[config.mk]
export PLATFORM = sky130hd
export DESIGN_NAME = multicycle_controller
export DESIGN_NICKNAME = d
export VERILOG_FILES = /design/src/rtl/riscv_ctrl_pkg.sv /design/src/rtl/aludec.sv /design/src/rtl/multicycle_controller.sv
export SDC_FILE = /design/constraint.sdc
export NUM_CORES = 1
export LEC_CHECK = 0
export ABC_AREA = 1
export CORE_MARGIN = 2
export CORE_UTILIZATION = 41
export CTS_CLUSTER_SIZE = 28
export DETAILED_ROUTE_END_ITERATION = 6
export HOLD_SLACK_MARGIN = 0.15
export PLACE_DENSITY = 0.95
export SETUP_SLACK_MARGIN = 0.5
export SLEW_MARGIN = 30
export SYNTH_ARGS = -nofsm -noshare
export SYNTH_HDL_FRONTEND = slang
export SYNTH_SLANG_ARGS = --single-unit
[constraint.sdc]
create_clock -name clk -period 3.1 [get_ports clk]
set_input_delay 0.62 -clock clk [delete_from_list [all_inputs] [get_ports clk]]
set_output_delay 0.62 -clock clk [all_outputs]
set_load 0.005 [all_outputs]
[src/rtl/riscv_ctrl_pkg.sv]
// Shared definitions for the multicycle RV32I control unit: FSM state type,
// datapath mux select codes, ALU operation codes and the opcodes the
// controller understands.
package riscv_ctrl_pkg;

  typedef enum logic [3:0] {
    FETCH,
    DECODE,
    MEMADR,
    MEMREAD,
    MEMWB,
    MEMWRITE,
    EXECR,
    EXECI,
    ALUWB,
    BEQ,
    JAL,
    ILLEGAL
  } statetype;

  // ALUControl codes
  localparam logic [2:0] ALU_ADD = 3'b000;
  localparam logic [2:0] ALU_SUB = 3'b001;
  localparam logic [2:0] ALU_AND = 3'b010;
  localparam logic [2:0] ALU_OR  = 3'b011;
  localparam logic [2:0] ALU_XOR = 3'b100;
  localparam logic [2:0] ALU_SLT = 3'b101;

  // ALUOp: what the main FSM asks of the ALU decoder
  localparam logic [1:0] ALUOP_ADD   = 2'b00;
  localparam logic [1:0] ALUOP_SUB   = 2'b01;
  localparam logic [1:0] ALUOP_FUNCT = 2'b10;

  // ResultSrc
  localparam logic [1:0] RES_ALUOUT    = 2'b00;
  localparam logic [1:0] RES_DATA      = 2'b01;
  localparam logic [1:0] RES_ALURESULT = 2'b10;

  // ALUSrcA
  localparam logic [1:0] SRCA_PC    = 2'b00;
  localparam logic [1:0] SRCA_OLDPC = 2'b01;
  localparam logic [1:0] SRCA_A     = 2'b10;

  // ALUSrcB
  localparam logic [1:0] SRCB_B    = 2'b00;
  localparam logic [1:0] SRCB_IMM  = 2'b01;
  localparam logic [1:0] SRCB_FOUR = 2'b10;

  // ImmSrc
  localparam logic [1:0] IMM_I = 2'b00;
  localparam logic [1:0] IMM_S = 2'b01;
  localparam logic [1:0] IMM_B = 2'b10;
  localparam logic [1:0] IMM_J = 2'b11;

  // Opcodes
  localparam logic [6:0] OP_LOAD   = 7'b0000011;
  localparam logic [6:0] OP_STORE  = 7'b0100011;
  localparam logic [6:0] OP_R      = 7'b0110011;
  localparam logic [6:0] OP_I      = 7'b0010011;
  localparam logic [6:0] OP_BRANCH = 7'b1100011;
  localparam logic [6:0] OP_JAL    = 7'b1101111;

endpackage

[src/rtl/aludec.sv]
// ALU decoder: maps the FSM's ALUOp plus the instruction's funct3/funct7b5
// fields onto an ALUControl code.
//   alu_op      in  2  00 add, 01 sub, 10 decode from funct3
//   funct3      in  3  Instr[14:12]
//   funct7b5    in  1  Instr[30]
//   op5         in  1  Instr[5] (distinguishes R-type from I-type)
//   alu_control out 3  ALU operation
//   unsupported out 1  funct3 is outside the implemented set
module aludec
  import riscv_ctrl_pkg::*;
(
  input  logic [1:0] alu_op,
  input  logic [2:0] funct3,
  input  logic       funct7b5,
  input  logic       op5,
  output logic [2:0] alu_control,
  output logic       unsupported
);

  logic [2:0] funct_control;

  // The unsupported flag depends on funct3 alone so the FSM can consult it
  // in DECODE, before it has switched ALUOp over to funct3 decoding.
  always_comb begin
    funct_control = ALU_ADD;
    unsupported   = 1'b0;
    case (funct3)
      // Only R-type encodes sub via funct7b5; addi's imm[10] must stay add.
      3'b000:  funct_control = (op5 & funct7b5) ? ALU_SUB : ALU_ADD;
      3'b010:  funct_control = ALU_SLT;
      3'b100:  funct_control = ALU_XOR;
      3'b110:  funct_control = ALU_OR;
      3'b111:  funct_control = ALU_AND;
      default: begin
        funct_control = ALU_ADD;
        unsupported   = 1'b1;
      end
    endcase
  end

  always_comb begin
    case (alu_op)
      ALUOP_ADD:   alu_control = ALU_ADD;
      ALUOP_SUB:   alu_control = ALU_SUB;
      ALUOP_FUNCT: alu_control = funct_control;
      default:     alu_control = ALU_ADD;
    endcase
  end

endmodule

[src/rtl/multicycle_controller.sv]
// Control unit for the multicycle RV32I datapath. A Moore main FSM steps
// each instruction through 3-5 cycles; the ALU decoder and immediate-type
// decoder complete the block. Unsupported encodings park the FSM in a
// sticky ILLEGAL state until reset.
//   clk        in   1  rising-edge clock
//   reset      in   1  asynchronous active-low reset
//   op         in   7  Instr[6:0]
//   funct3     in   3  Instr[14:12]
//   funct7b5   in   1  Instr[30]
//   Zero       in   1  ALU zero flag
//   PCWrite    out  1  PC enable
//   AdrSrc     out  1  memory address select (0 PC, 1 ALUOut)
//   MemWrite   out  1  memory write enable
//   IRWrite    out  1  IR/OldPC enable
//   ResultSrc  out  2  result mux select
//   ALUSrcA    out  2  ALU A-operand select
//   ALUSrcB    out  2  ALU B-operand select
//   RegWrite   out  1  register file write enable
//   ImmSrc     out  2  immediate format
//   ALUControl out  3  ALU operation
//   illegal    out  1  high while parked in ILLEGAL
module multicycle_controller
  import riscv_ctrl_pkg::*;
#(
  parameter statetype RESET_STATE = FETCH
) (
  input  logic       clk,
  input  logic       reset,
  input  logic [6:0] op,
  input  logic [2:0] funct3,
  input  logic       funct7b5,
  input  logic       Zero,
  output logic       PCWrite,
  output logic       AdrSrc,
  output logic       MemWrite,
  output logic       IRWrite,
  output logic [1:0] ResultSrc,
  output logic [1:0] ALUSrcA,
  output logic [1:0] ALUSrcB,
  output logic       RegWrite,
  output logic [1:0] ImmSrc,
  output logic [2:0] ALUControl,
  output logic       illegal
);

  statetype   state, next_state;
  logic [1:0] alu_op;
  logic       branch;
  logic       pc_update;
  logic       unsupported;
  logic       decode_bad;

  // All outputs are Moore decodes of state, so clearing state asynchronously
  // forces the FETCH output set immediately with no write-enable glitch.
  always_ff @(posedge clk or negedge reset) begin
    if (!reset) state <= RESET_STATE;
    else        state <= next_state;
  end

  assign decode_bad = (((op == OP_R) || (op == OP_I)) && unsupported) ||
                      ((op == OP_BRANCH) && (funct3 != 3'b000));

  always_comb begin
    next_state = state;
    IRWrite    = 1'b0;
    AdrSrc     = 1'b0;
    MemWrite   = 1'b0;
    RegWrite   = 1'b0;
    ResultSrc  = RES_ALUOUT;
    ALUSrcA    = SRCA_PC;
    ALUSrcB    = SRCB_B;
    alu_op     = ALUOP_ADD;
    branch     = 1'b0;
    pc_update  = 1'b0;
    illegal    = 1'b0;
    case (state)
      FETCH: begin
        IRWrite    = 1'b1;
        ALUSrcB    = SRCB_FOUR;
        ResultSrc  = RES_ALURESULT;
        pc_update  = 1'b1;
        next_state = DECODE;
      end
      DECODE: begin
        // Branch target is computed here into ALUOut for a later BEQ.
        ALUSrcA = SRCA_OLDPC;
        ALUSrcB = SRCB_IMM;
        if (decode_bad) begin
          next_state = ILLEGAL;
        end else begin
          case (op)
            OP_LOAD, OP_STORE: next_state = MEMADR;
            OP_R:              next_state = EXECR;
            OP_I:              next_state = EXECI;
            OP_BRANCH:         next_state = BEQ;
            OP_JAL:            next_state = JAL;
            default:           next_state = ILLEGAL;
          endcase
        end
      end
      MEMADR: begin
        ALUSrcA    = SRCA_A;
        ALUSrcB    = SRCB_IMM;
        next_state = (op == OP_STORE) ? MEMWRITE : MEMREAD;
      end
      MEMREAD: begin
        AdrSrc     = 1'b1;
        next_state = MEMWB;
      end
      MEMWB: begin
        ResultSrc  = RES_DATA;
        RegWrite   = 1'b1;
        next_state = FETCH;
      end
      MEMWRITE: begin
        AdrSrc     = 1'b1;
        MemWrite   = 1'b1;
        next_state = FETCH;
      end
      EXECR: begin
        ALUSrcA    = SRCA_A;
        ALUSrcB    = SRCB_B;
        alu_op     = ALUOP_FUNCT;
        next_state = ALUWB;
      end
      EXECI: begin
        ALUSrcA    = SRCA_A;
        ALUSrcB    = SRCB_IMM;
        alu_op     = ALUOP_FUNCT;
        next_state = ALUWB;
      end
      ALUWB: begin
        RegWrite   = 1'b1;
        next_state = FETCH;
      end
      BEQ: begin
        ALUSrcA    = SRCA_A;
        ALUSrcB    = SRCB_B;
        alu_op     = ALUOP_SUB;
        branch     = 1'b1;
        next_state = FETCH;
      end
      JAL: begin
        // OldPC + 4 becomes the link value; PC takes the target from ALUOut.
        ALUSrcA    = SRCA_OLDPC;
        ALUSrcB    = SRCB_FOUR;
        pc_update  = 1'b1;
        next_state = ALUWB;
      end
      ILLEGAL: begin
        illegal    = 1'b1;
        next_state = ILLEGAL;
      end
      default: next_state = ILLEGAL;
    endcase
  end

  assign PCWrite = pc_update | (branch & Zero);

  always_comb begin
    case (op)
      OP_STORE:  ImmSrc = IMM_S;
      OP_BRANCH: ImmSrc = IMM_B;
      OP_JAL:    ImmSrc = IMM_J;
      default:   ImmSrc = IMM_I;
    endcase
  end

  aludec u_aludec (
    .alu_op      (alu_op),
    .funct3      (funct3),
    .funct7b5    (funct7b5),
    .op5         (op[5]),
    .alu_control (ALUControl),
    .unsupported (unsupported)
  );

endmodule

## After elaboration in Yosys (flattened, before gate mapping)

Index checks and enable logic that the tools add are counted.

| operators by class | value |
|---|---|
| add/sub/neg operators | 0 |
| $mul | 0 |
| div/mod/pow operators | 0 |
| magnitude comparators | 0 |
| equal/unequal tests | 23 |
| shift-type cells | 0 |
| multiplexer cells | 20 |
| bitwise logic cells | 3 |
| reduce and logical (&&, ||, !) cells | 18 |

Operator list:

| cell | count |
|---|---|
| one-hot mux 4 bit (6 select lines) | 1 |
| one-hot mux 4 bit (5 select lines) | 1 |
| == test 4 x 3 -> 1 bit, second input constant | 4 |
| == test 4 bit, second input constant | 4 |
| one-hot mux 2 bit (2 select lines) | 4 |
| one-hot mux 3 bit (5 select lines) | 1 |
| == test 7 x 6 -> 1 bit, second input constant | 2 |
| == test 7 bit, second input constant | 2 |
| OR reduction 2 bit | 6 |
| == test 3 bit, second input constant | 3 |
| 2-to-1 mux 1 bit | 9 |
| == test 4 x 2 -> 1 bit, second input constant | 2 |
| OR reduction 4 bit | 2 |
| == test 7 x 2 -> 1 bit, second input constant | 1 |
| == test 7 x 5 -> 1 bit, second input constant | 1 |
| one-hot mux 2 bit (3 select lines) | 1 |
| one-hot mux 3 bit (2 select lines) | 1 |
| OR reduction 3 bit | 2 |
| OR reduction 5 bit | 1 |
| == test 4 x 1 -> 1 bit, second input constant | 1 |
| zero test 4 bit | 1 |
| 2-to-1 mux 4 bit | 1 |
| == test 3 x 2 -> 1 bit, second input constant | 1 |
| zero test 3 bit | 1 |
| 8 further kinds | 11 |

| word-level totals | value |
|---|---|
| bits in registers | 4 |
| bits in latches | 0 |
| bits in writable memories | 0 |
| memory bits (read-only) | 0 |
| bits of input ports | 14 |
| output and inout bits | 17 |
| word-level logic and storage cells | 65 |
| memories | 0 |

## Longest topological paths before layout

Gate-level depths: netlist of the first run.

| logic depth | value |
|---|---|
| depth after elaboration | 7 |
| depth in mapped cells | 8 |
| gate-level depth less buffers | 8 |

## Hierarchy

Synthesis of the first run repeated with hierarchy kept, for this count alone.

| unflattened totals | value |
|---|---|
| cell total of the unflattened synthesis | 111 |
| area, all modules | 603.1 um^2 |

By module, submodules not included:

| module | instances | cells each | area an instance (um^2) |
|---|---|---|---|
| multicycle_controller | 1 | 91 | 494.2 |
| aludec | 1 | 20 | 108.9 |

## Worst setup path before layout of the first run

No wires, ideal clock.

| timing path | value |
|---|---|
| path type | reg2out |
| start point | register state[2] |
| end point | output port ALUControl[2] |
| arrival | 1.232 ns |
| required time | 2.480 ns |
| setup slack | 1.248 ns |
| stages on the path, launching flop included | 8 |
| path buffers | 0 |
| path through | dfrtp_1 -> inv_2 -> nor2_1 -> inv_1 -> nor2_1 -> ha_1 -> inv_1 -> nor4_1 |

| on the way | value |
|---|---|
| cells in the longest elaborated chain, start to end | 5 |

RTL lines:

| what | line | source |
|---|---|---|
| start: declaration | multicycle_controller.sv:46 | `statetype state, next_state;` |
| start signal: assignment | multicycle_controller.sv:57 | `else state <= next_state;` |
| == test 4 x 3 -> 1 bit | multicycle_controller.sv:76 | `case (state)` |
| OR reduction 2 bit (no source line) | n/a |  |
| one-hot mux 2 bit (2 select lines) * | multicycle_controller.sv:76 |  |
| == test 2 bit or == test 2 x 1 -> 1 bit (tied branches) | aludec.sv:42 | `case (alu_op)` |
| one-hot mux 3 bit (2 select lines) * | aludec.sv:42 |  |
| end: declaration | multicycle_controller.sv:42 | `output logic [2:0] ALUControl,` |

Mark *: on every way between the ends. The rest lies on a longest branch, timed or not.

## Worst setup path after layout of the first run

| timing path | value |
|---|---|
| start point | input port op[0] |
| end point | output port ImmSrc[0] |

| on the way | value |
|---|---|
| cells in the longest elaborated chain, start to end | 2 |

RTL lines:

| what | line | source |
|---|---|---|
| start: declaration | multicycle_controller.sv:29 | `input logic [6:0] op,` |
| == test 7 bit or == test 7 x 6 -> 1 bit (tied branches) | multicycle_controller.sv:161 | `case (op)` |
| one-hot mux 2 bit (3 select lines) * | multicycle_controller.sv:161 |  |
| end: declaration | multicycle_controller.sv:41 | `output logic [1:0] ImmSrc,` |

Marked as above.

==> flow_metrics.env, run 1 <==
export IMPL_grtUsageTotal=0.178
export IMPL_die_y_um=41.7
export IMPL_path_cells="clkdlybuf4s50_1 > nand2_1 > inv_2 > nand3_2 > or2_4 > nand2_1 > dlygate4sd2_1"
export IMPL_grt_first_pass_wirelength_um=2460
export IMPL_ys_seq_elements=4
export IMPL_syn_to_final_growth_pct=57.6
export IMPL_fin_setup_tns_ps=0
export IMPL_synth_area_um2=582
export IMPL_cts_root_buffer="clkbuf_4"
export IMPL_crit_family="buffers and inverters"
export IMPL_via_per_inst=4.91
export IMPL_crit_fanout=3
export IMPL_place_ws_ps=356
export IMPL_nets=153
export IMPL_setup_viol=0
export IMPL_cts_sinks=4
export IMPL_finalHoldViolations=0
export IMPL_cp_data_required_time_ps=2480
export IMPL_wl_um=1440
export IMPL_yosysUniqueCellTypes=23
export IMPL_ir_drop_mv=0.281
export IMPL_clockBufferDepth=2
export IMPL_dp_hpwl_um=1220
export IMPL_skew_ps=10.4
export IMPL_crit_path_frequent_cell="nand2_1"
export IMPL_clk_pin_slew_ps=50
export IMPL_grt_pass1_vias=669
export IMPL_r2r_end="state[2]"
export IMPL_routedWlPerCell_um=9.61
export IMPL_synth_seq_area_share=0.172
export IMPL_io_pins=31
export IMPL_drv_slew=0
export IMPL_drv_cap=0
export IMPL_post_route_period_util=0.788
export IMPL_hold_buffers=0
export IMPL_drt_pass1_iter_count=4
export IMPL_die_w_um=41.7
export IMPL_drive_gt1_frac=0.163
export IMPL_dr_total_vias=737
export IMPL_stdcell_count=150
export IMPL_gp_congestion=0.853
export IMPL_synth_area_top_cells="dfrtp_1 17%, nand2_1 15%, nor2_1 14%"
export IMPL_synth_top_area_share=0.172
export IMPL_n_antenna_cell=0
export IMPL_critical_path_class="input pin to output port"
export IMPL_power_density_mw_per_mm2=726
export IMPL_power_leakage_nw=0.458
export IMPL_slew_headroom=0.862
export IMPL_start_util=0.442
export IMPL_cts_tree="built"
export IMPL_drcViolationCount=0
export IMPL_yosys_warnings=0
export IMPL_fmax_mhz=410
export IMPL_postRouteAntennaNets=0
export IMPL_rows=13
export IMPL_coreArea_mm2=0.00132
export IMPL_cts_made_buffers=3
export IMPL_placedCellCount=147
export IMPL_place_area_um2=893
export IMPL_grt_max_degree=7
export IMPL_post_cts_buffers=0
export IMPL_slowest_stage="clkdlybuf4s50_1"
export IMPL_io_buffers=30
export IMPL_critPathMaxStageDelay_ps=460
export IMPL_cp_end_kind="output port"
export IMPL_stdcell_area_um2=917
export IMPL_critPathLaunchType="input pin"
export IMPL_rr_worst_depth=7
export IMPL_htree_levels=1
export IMPL_die_area_mm2=0.00174
export IMPL_rsz0062_at_grt="false"
export IMPL_status="completed"
export IMPL_clk_latency_ps=250
export IMPL_grt_overflow_total=0
export IMPL_reg2reg_slack_ps=1890
export IMPL_min_period_ps=2440
export IMPL_syn_inst=103
export IMPL_syn_num_nets=119
export IMPL_regMostFlops="state"
export IMPL_holdCritPathClass="input pin to async pin"
export IMPL_worst_slack_ps=658
export IMPL_final_common_cell="nand2_1"
export IMPL_final_cell_mix="23 x nand2_1, 22 x clkdlybuf4s50_1, 18 x nor2_1, 16 x inv_1, 7 x dlygate4sd2_1"
export IMPL_synth_area_per_cell_um2=5.65
export IMPL_antenna_found_initial=0
export IMPL_first_iter_violations=10
export IMPL_worst_pin_slew_ps=205
export IMPL_largest_reg_flops=4
export IMPL_synth_area_leader_cell="dfrtp_1"
export IMPL_path_buf_inv=3
export IMPL_critPathArrivalTime_ps=1820
export IMPL_largestRegisters="state: 4 flops"
export IMPL_r2r_start="state[3]"
==> through the flow <==
step | power [mW] | utilization | hold WS (ps)
after detailed placement | 0.588 | 0.678 | 632
after floorplan | 0.368 | - | 324
after CTS | 0.663 | 0.690 | 562
after global placement | 0.573 | 0.678 | 619
final | 0.666 | 0.696 | 561
after global routing | 0.723 | 0.696 | 589
==> repair_timing <==
item                                    4_1_cts  5_1_grt
endpoints found under the setup margin        5        1
pin swaps                                     1        0
resized for setup                            11        3
==> cells in the mapped netlist <==
| cell | instances |
|---|---|
| a21oi_1 | 4 |
| o21bai_1 | 1 |
| ha_1 | 2 |
| a21oi_2 | 1 |
| dfrtp_1 | 4 |
| nor2_1 | 21 |
| nor2_4 | 2 |
| inv_2 | 4 |
| nand3b_1 | 1 |
| or2_4 | 2 |
| nand3_2 | 1 |
| nor3_1 | 2 |
| nor4_1 | 1 |
| nand2_1 | 23 |
| nand2_2 | 1 |
| buf_4 | 1 |
| nor2_2 | 2 |
| o211ai_1 | 2 |
| nand3_1 | 6 |
| o21ai_0 | 2 |
| o22ai_1 | 1 |
| inv_1 | 18 |
| nand2_4 | 1 |
==> worst reg2reg max path, delay by kind of cell (launching register included) <==
family                 cells  cell delay [ps]
DFF                        1              380
buffers and inverters      2              230
and+or+nand+nor            5              540
==> per-layer routing <==
metal	global-route usage	part of all wire	up-vias
li1	-	-	385
met1	0.174	0.41	318
met2	0.344	0.51	32
met5	0	0	-
met4	0.0903	0.017	0
met3	0.0348	0.064	2
==> kinds of logic after synthesis <==
family / Yosys count / synth area share
simple gates: 63 / 0.514
buf+inv: 23 / 0.155
fa+ha+maj: 2 / 0.0430
flops: 4 / 0.172
compound gates: 11 / 0.116
==> power breakdown <==
group          total [mW]  leakage [nW]  internal [mW]  switching, mW
sequential         0.0996        0.0504         0.0780         0.0216
combinational       0.494         0.394          0.249          0.245
clock              0.0720        0.0138         0.0438         0.0283
==> worst max-delay path by stage <==
stage / startpoint / end / slack [ps] / cells past startpoint
4_1_cts: funct7b5 / ALUControl[0] / 510 / 6
3_5_place_dp: op[3] / ImmSrc[0] / 360 / 6
6_report: op[0] / ImmSrc[0] / 660 / 7
2_1_floorplan: state[2] / ALUControl[2] / 1250 / 7
3_3_place_gp: op[3] / ImmSrc[0] / 380 / 6
5_1_grt: op[0] / ImmSrc[0] / 580 / 7
==> cell type report <==
| class | count | area, um2 |
|---|---|---|
| Fill cell | 114 | 400 |
| Multi-Input combinational cell | 76 | 399 |
| Sequential cell | 4 | 100 |
| Inverter | 22 | 82.6 |
| Tap cell | 15 | 18.8 |
| Timing Repair Buffer | 30 | 294 |
| Clock buffer | 3 | 22.5 |
Note: power is estimated with default switching activity, not from simulation.
==> run 2, diff against run 1 <==
- CORE_UTILIZATION: 41 -> 38
- PLACE_DENSITY: 0.95 -> 0.9
- clock period: 3.1 -> 2.5 ns (I/O delays scaled with it)
==> run 2 against run 1 <==
Combinational power rose by 45%; hold slack worse by 89 ps; utilization is 1.1 points higher; count of clock-buffer cells in the layout unchanged; critical path depth fell by 2; global-route usage up 3.6 points; clock power increased by 13%; non-clock buffer count up 12; largest power group unchanged; highest routed layer unchanged.
==> flow_metrics.env, run 2 (same netlist as run 1, synthesis figures left out) <==
export IMPL_postRouteAntennaNets=0
export IMPL_worst_pin_slew_ps=190
export IMPL_dr_total_vias=818
export IMPL_met1_length_um=716
export IMPL_placedCellCount=150
export IMPL_largest_reg_flops=4
export IMPL_status="completed"
export IMPL_drcViolationCount=0
export IMPL_min_period_ps=2020
export IMPL_nets=165
export IMPL_io_pins=31
export IMPL_gp_congestion=0.820
export IMPL_crit_fanout=3
export IMPL_whs_ps=471
export IMPL_cts_made_buffers=3
export IMPL_rsz0062_at_grt="true"
export IMPL_cts_root_buffer="clkbuf_4"
export IMPL_power_density_mw_per_mm2=894
export IMPL_cp_end_kind="output port"
export IMPL_n_antenna_cell=0
export IMPL_route_top_layer_used="met4"
export IMPL_clockBufferDepth=2
export IMPL_drive_gt1_frac=0.381
export IMPL_grt_overflow_total=0
export IMPL_drv_cap=0
export IMPL_fin_setup_tns_ps=0
export IMPL_post_route_period_util=0.809
export IMPL_die_y_um=43.1
export IMPL_power_leakage_nw=0.546
export IMPL_coreArea_mm2=0.00147
export IMPL_io_buffers=30
export IMPL_die_area_mm2=0.00186
export IMPL_critPathLaunch="funct3[2]"
export IMPL_cp_data_required_time_ps=2000
export IMPL_r2r_start="state[1]"
export IMPL_setup_viol=0
export IMPL_stdcell_count=163
export IMPL_place_ws_ps=-9.55
export IMPL_holdCritPathClass="input pin to async pin"
export IMPL_drt_pass1_iter_count=4
export IMPL_clk_latency_ps=230
export IMPL_wl_met2_um=1100
export IMPL_skew_ps=2.02
export IMPL_hold_buffers=0
export IMPL_routedWlPerCell_um=12.2
export IMPL_ir_drop_mv=0.677
export IMPL_critPathArrivalTime_ps=1520
export IMPL_critPathLaunchType="input pin"
export IMPL_wl_um=2000
export IMPL_reg2reg_slack_ps=1290
export IMPL_grt_pass1_vias=789
export IMPL_cts_sinks=4
export IMPL_dp_hpwl_um=1330
export IMPL_die_w_um=43.1
export IMPL_syn_to_final_growth_pct=78.9
export IMPL_rows=14
export IMPL_first_iter_violations=17
export IMPL_cts_tree="built"
export IMPL_grtUsageTotal=0.213
export IMPL_grt_max_degree=7
export IMPL_critical_path_class="input pin to output port"
export IMPL_start_util=0.395
export IMPL_grt_first_pass_wirelength_um=3050
export IMPL_finalHoldViolations=0
export IMPL_final_common_cell="nand2_1"
export IMPL_regMostFlops="state"
export IMPL_final_cell_mix="20 x nand2_1, 16 x nor2_1, 13 x inv_2, 13 x dlygate4sd2_1, 12 x buf_4"
export IMPL_worst_slack_ps=479
export IMPL_fmax_mhz=495
export IMPL_largestRegisters="state: 4 flops"
export IMPL_drv_slew=0
export IMPL_antenna_found_initial=0
export IMPL_via_per_inst=5.02
export IMPL_fin_util=0.707
export IMPL_wl_met3_um=136
export IMPL_slew_headroom=0.872
export IMPL_clk_pin_slew_ps=40
export IMPL_htree_levels=1
==> run 2: changes by cell type in the layout (fill, tap and decap cells not counted), sizes merged <==
| cell | delta |
|---|---|
| buf | +17 |
| clkdlybuf4s50 | -15 |
| dlygate4sd2 | +6 |
| clkdlybuf4s15 | +2 |
| clkbuf | +1 |
| dlymetal6s2s | +1 |
==> run 2: path summary, 6_finish.rpt <==
kind                                  to  depth (start not counted)
setup / recovery           ALUControl[2]                          5
hold / removal                  state[1]                          1
setup reg to reg                state[2]                          7
hold reg to reg                 state[0]                          3
max in group asynchronous       state[0]                          1
min in group clk                state[0]                          3
==> run 2: metrics by stage <==
stage | power (mW) | instance area [um2]
5_1_grt | 1.01 | 1040
6_report | 0.931 | 1040
3_5_place_dp | 0.742 | 910
2_1_floorplan | 0.457 | 582
4_1_cts | 0.838 | 1010
3_3_place_gp | 0.721 | 910
==> run 2: worst max-delay path, stage by stage <==
cell and delay, ps:
clkdlybuf4s50_1 470, nand2_2 120, inv_1 60, nor4_2 230, buf_2 150
==> run 2: metal layers <==
metal,vias to the layer above,track usage
li1,405,-
met1,367,0.227
met2,40,0.418
met3,6,0.0298
met4,0,0.0667
met5,-,0
==> run 2: report_power, final <==
part | internal, mW | switching (mW) | leakage, nW | total, mW
Clock | 0.0538 | 0.0272 | 0.0138 | 0.0810
Sequential | 0.0984 | 0.0378 | 0.0493 | 0.136
Combinational | 0.321 | 0.393 | 0.483 | 0.714
Total | 0.473 | 0.458 | 0.546 | 0.931
==> run 2: layout make-up <==
cell class / count / area, um2
flip-flops and latches: 4 / 101
inverters: 22 / 82.6
repair buffers: 42 / 349
multi-input cells: 76 / 465
fillers: 133 / 430
well taps: 16 / 20.0
clock buffers: 3 / 22.5
==> run 2: what timing repair did <==
item / 4_1_cts / 5_1_grt
gates resized for setup: 47 / 23
hold endpoints to repair: 0 / 0
pin swaps: 5 / 9
endpoints found under the setup margin: 17 / 11
buffers inserted: 7 / 3
==> run 3, diff against run 2 <==
- CORE_UTILIZATION: 38 -> 34
- PLACE_DENSITY: 0.9 -> 0.86
- clock period: 2.5 -> 1.75 ns (I/O delays scaled with it)
==> run 3 against run 2 <==
The flow now finishes with violations (setup timing); worst setup slack got worse by 640 ps; power increased by 130%; non-clock buffer count increased by 35; utilization increased by 21 points; sequential power increased by 33%; clock power increased by 42%; cell count increased by 21%; hold slack got worse by 150 ps; first-iteration DRC count increased by 130%; critical endpoint is now ALUSrcA[1]; global-route usage increased by 4.8 points; via count increased by 26%; die area increased by 11%.
==> flow_metrics.env, run 3 (same netlist as run 1, synthesis figures left out) <==
export IMPL_status="finished with violations"
export IMPL_violations="setup timing"
export IMPL_critPathArrivalTime_ps=1560
export IMPL_first_iter_violations=39
export IMPL_routedWlPerCell_um=16.5
export IMPL_clockBufferDepth=2
export IMPL_r2r_start="state[1]"
export IMPL_drt_pass1_iter_count=6
export IMPL_crit_family="buffers and inverters"
export IMPL_grt_pass1_vias=977
export IMPL_power_switching_mw=0.993
export IMPL_critPathLaunchType="register"
export IMPL_ir_drop_mv=1.24
export IMPL_fin_setup_tns_ps=-861
export IMPL_regMostFlops="state"
export IMPL_die_w_um=45.4
export IMPL_comb_power_share=0.860
export IMPL_worst_slack_ps=-164
export IMPL_worst_pin_slew_ps=212
export IMPL_grt_first_pass_wirelength_um=3820
export IMPL_path_cells="nor2_2 > inv_2 > nor2_4 > buf_4 > inv_1 > buf_4 > nand3_1 > clkdlybuf4s15_2"
export IMPL_post_route_period_util=1.09
export IMPL_p_seq_frac=0.086
export IMPL_final_cell_mix="32 x buf_4, 19 x buf_6, 17 x buf_2, 14 x inv_2, 14 x nand2_1"
export IMPL_critPathLaunch="state[3]"
export IMPL_rows=14
export IMPL_setup_viol=10
export IMPL_rsz0062_at_grt="true"
export IMPL_io_pins=31
export IMPL_grt_overflow_total=0
export IMPL_cts_made_buffers=3
export IMPL_die_y_um=45.4
export IMPL_via_per_inst=5.21
export IMPL_finalHoldViolations=0
export IMPL_holdCritPathClass="input pin to async pin"
export IMPL_io_buffers=30
export IMPL_fin_util=0.918
export IMPL_critical_path_class="register to output port"
export IMPL_fmax_mhz=523
export IMPL_drive_gt1_frac=0.709
export IMPL_wl_um=3280
export IMPL_skew_ps=3.64
export IMPL_critPathMaxStageDelay_ps=410
export IMPL_p_int_mw=1.12
export IMPL_power_density_mw_per_mm2=1480
export IMPL_grt_max_degree=6
export IMPL_syn_to_final_growth_pct=146
export IMPL_clockPowerShare=0.054
export IMPL_cp_end_kind="output port"
export IMPL_multi_input_area_um2=556
export IMPL_seqCellArea_um2=100
export IMPL_clk_pin_slew_ps=40
export IMPL_coreArea_mm2=0.00156
export IMPL_slowest_stage="dfrtp_1"
export IMPL_dp_hpwl_um=1580
export IMPL_cp_data_required_time_ps=1400
export IMPL_htree_levels=1
export IMPL_power_leakage_nw=0.745
export IMPL_drv_slew=0
export IMPL_crit_fanout=2
export IMPL_dr_total_vias=1032
export IMPL_largest_reg_flops=4
export IMPL_largestRegisters="state: 4 flops"
export IMPL_antenna_found_initial=0
export IMPL_final_common_cell="buf_4"
export IMPL_crit_path_frequent_cell="buf_4"
export IMPL_path_buf_inv=5
export IMPL_p_sw_frac=0.470
export IMPL_cts_tree="built"
export IMPL_n_antenna_cell=0
export IMPL_start_util=0.373
export IMPL_drv_cap=0
export IMPL_die_area_mm2=0.00206
export IMPL_cts_sinks=4
export IMPL_drcViolationCount=0
export IMPL_clk_latency_ps=230
export IMPL_grtUsageTotal=0.261
export IMPL_min_period_ps=1910
export IMPL_fillers=65
export IMPL_postRouteAntennaNets=0
export IMPL_slew_headroom=0.858
export IMPL_gp_congestion=0.830
export IMPL_nets=200
export IMPL_cts_root_buffer="clkbuf_4"
-- run 3: cell types whose count changed in the layout (fill, tap and decap cells not counted), sizes merged --
cell / delta
buf: +53
clkbuf: -1
clkdlybuf4s15: -1
clkdlybuf4s50: -3
dlygate4sd2: -13
-- run 3: area by class of cell --
| cell class | instances | area share |
|---|---|---|
| tap | 16 | 0.0140 |
| clock buffer | 3 | 0.0157 |
| multi-input combinational | 76 | 0.388 |
| timing repair buffer | 77 | 0.451 |
| inverter | 22 | 0.0612 |
| sequential | 4 | 0.0699 |
-- run 3: what timing repair did --
action                                  in CTS  in global routing
gates resized for setup                    134                 23
pin swaps                                   18                 19
hold endpoints to repair                     0                  0
hold buffers                                 0                  0
buffers inserted                            14                  7
endpoints found under the setup margin      21                 21
-- run 3: worst register-to-register path, delay by kind of cell, from the launching register on --
family	cells	cell delay, ps
AND/OR/NAND/NOR	2	120
AO/OA/AOI/OAI	2	220
flip-flops	1	400
buffers and inverters	7	710
-- run 3: worst paths after layout --
check                        endpoint  slack, ps  cells after the start
setup / recovery           ALUSrcA[1]       -160                      8
setup reg to reg             state[0]        180                     11
hold reg to reg              state[0]        670                      4
hold / removal               state[3]        320                      1
min in group clk             state[1]        640                      7
max in group asynchronous    state[2]       1260                      1
-- run 3: power groups by stage --
stage | Clock [mW] | Combinational (mW) | Sequential [mW]
2_1_floorplan | 0 | 0.566 | 0.173
3_3_place_gp | 0 | 1.19 | 0.168
3_5_place_dp | 0 | 1.22 | 0.172
4_1_cts | 0.117 | 1.42 | 0.171
5_1_grt | 0.123 | 1.88 | 0.184
6_report | 0.115 | 1.82 | 0.181
-- run 3: per-stage QoR --
stage               area [um2]  hold WS, ps  power, mW  instances  worst slack [ps]
floorplan                  639         54.4      0.740        103               246
global placement          1150          553       1.35        174              -404
detailed placement        1150          563       1.40        174              -428
CTS                       1290          313       1.71        191              -111
global route              1430          344       2.19        198              -238
finish                    1430          321       2.11        198              -164
-- run 3: layer usage --
metal	track usage	up-vias	wire length [um]
met5	0	-	0
met4	0.171	0	152
met3	0.0440	18	240
met2	0.511	76	1630
met1	0.240	458	1250
li1	-	480	-
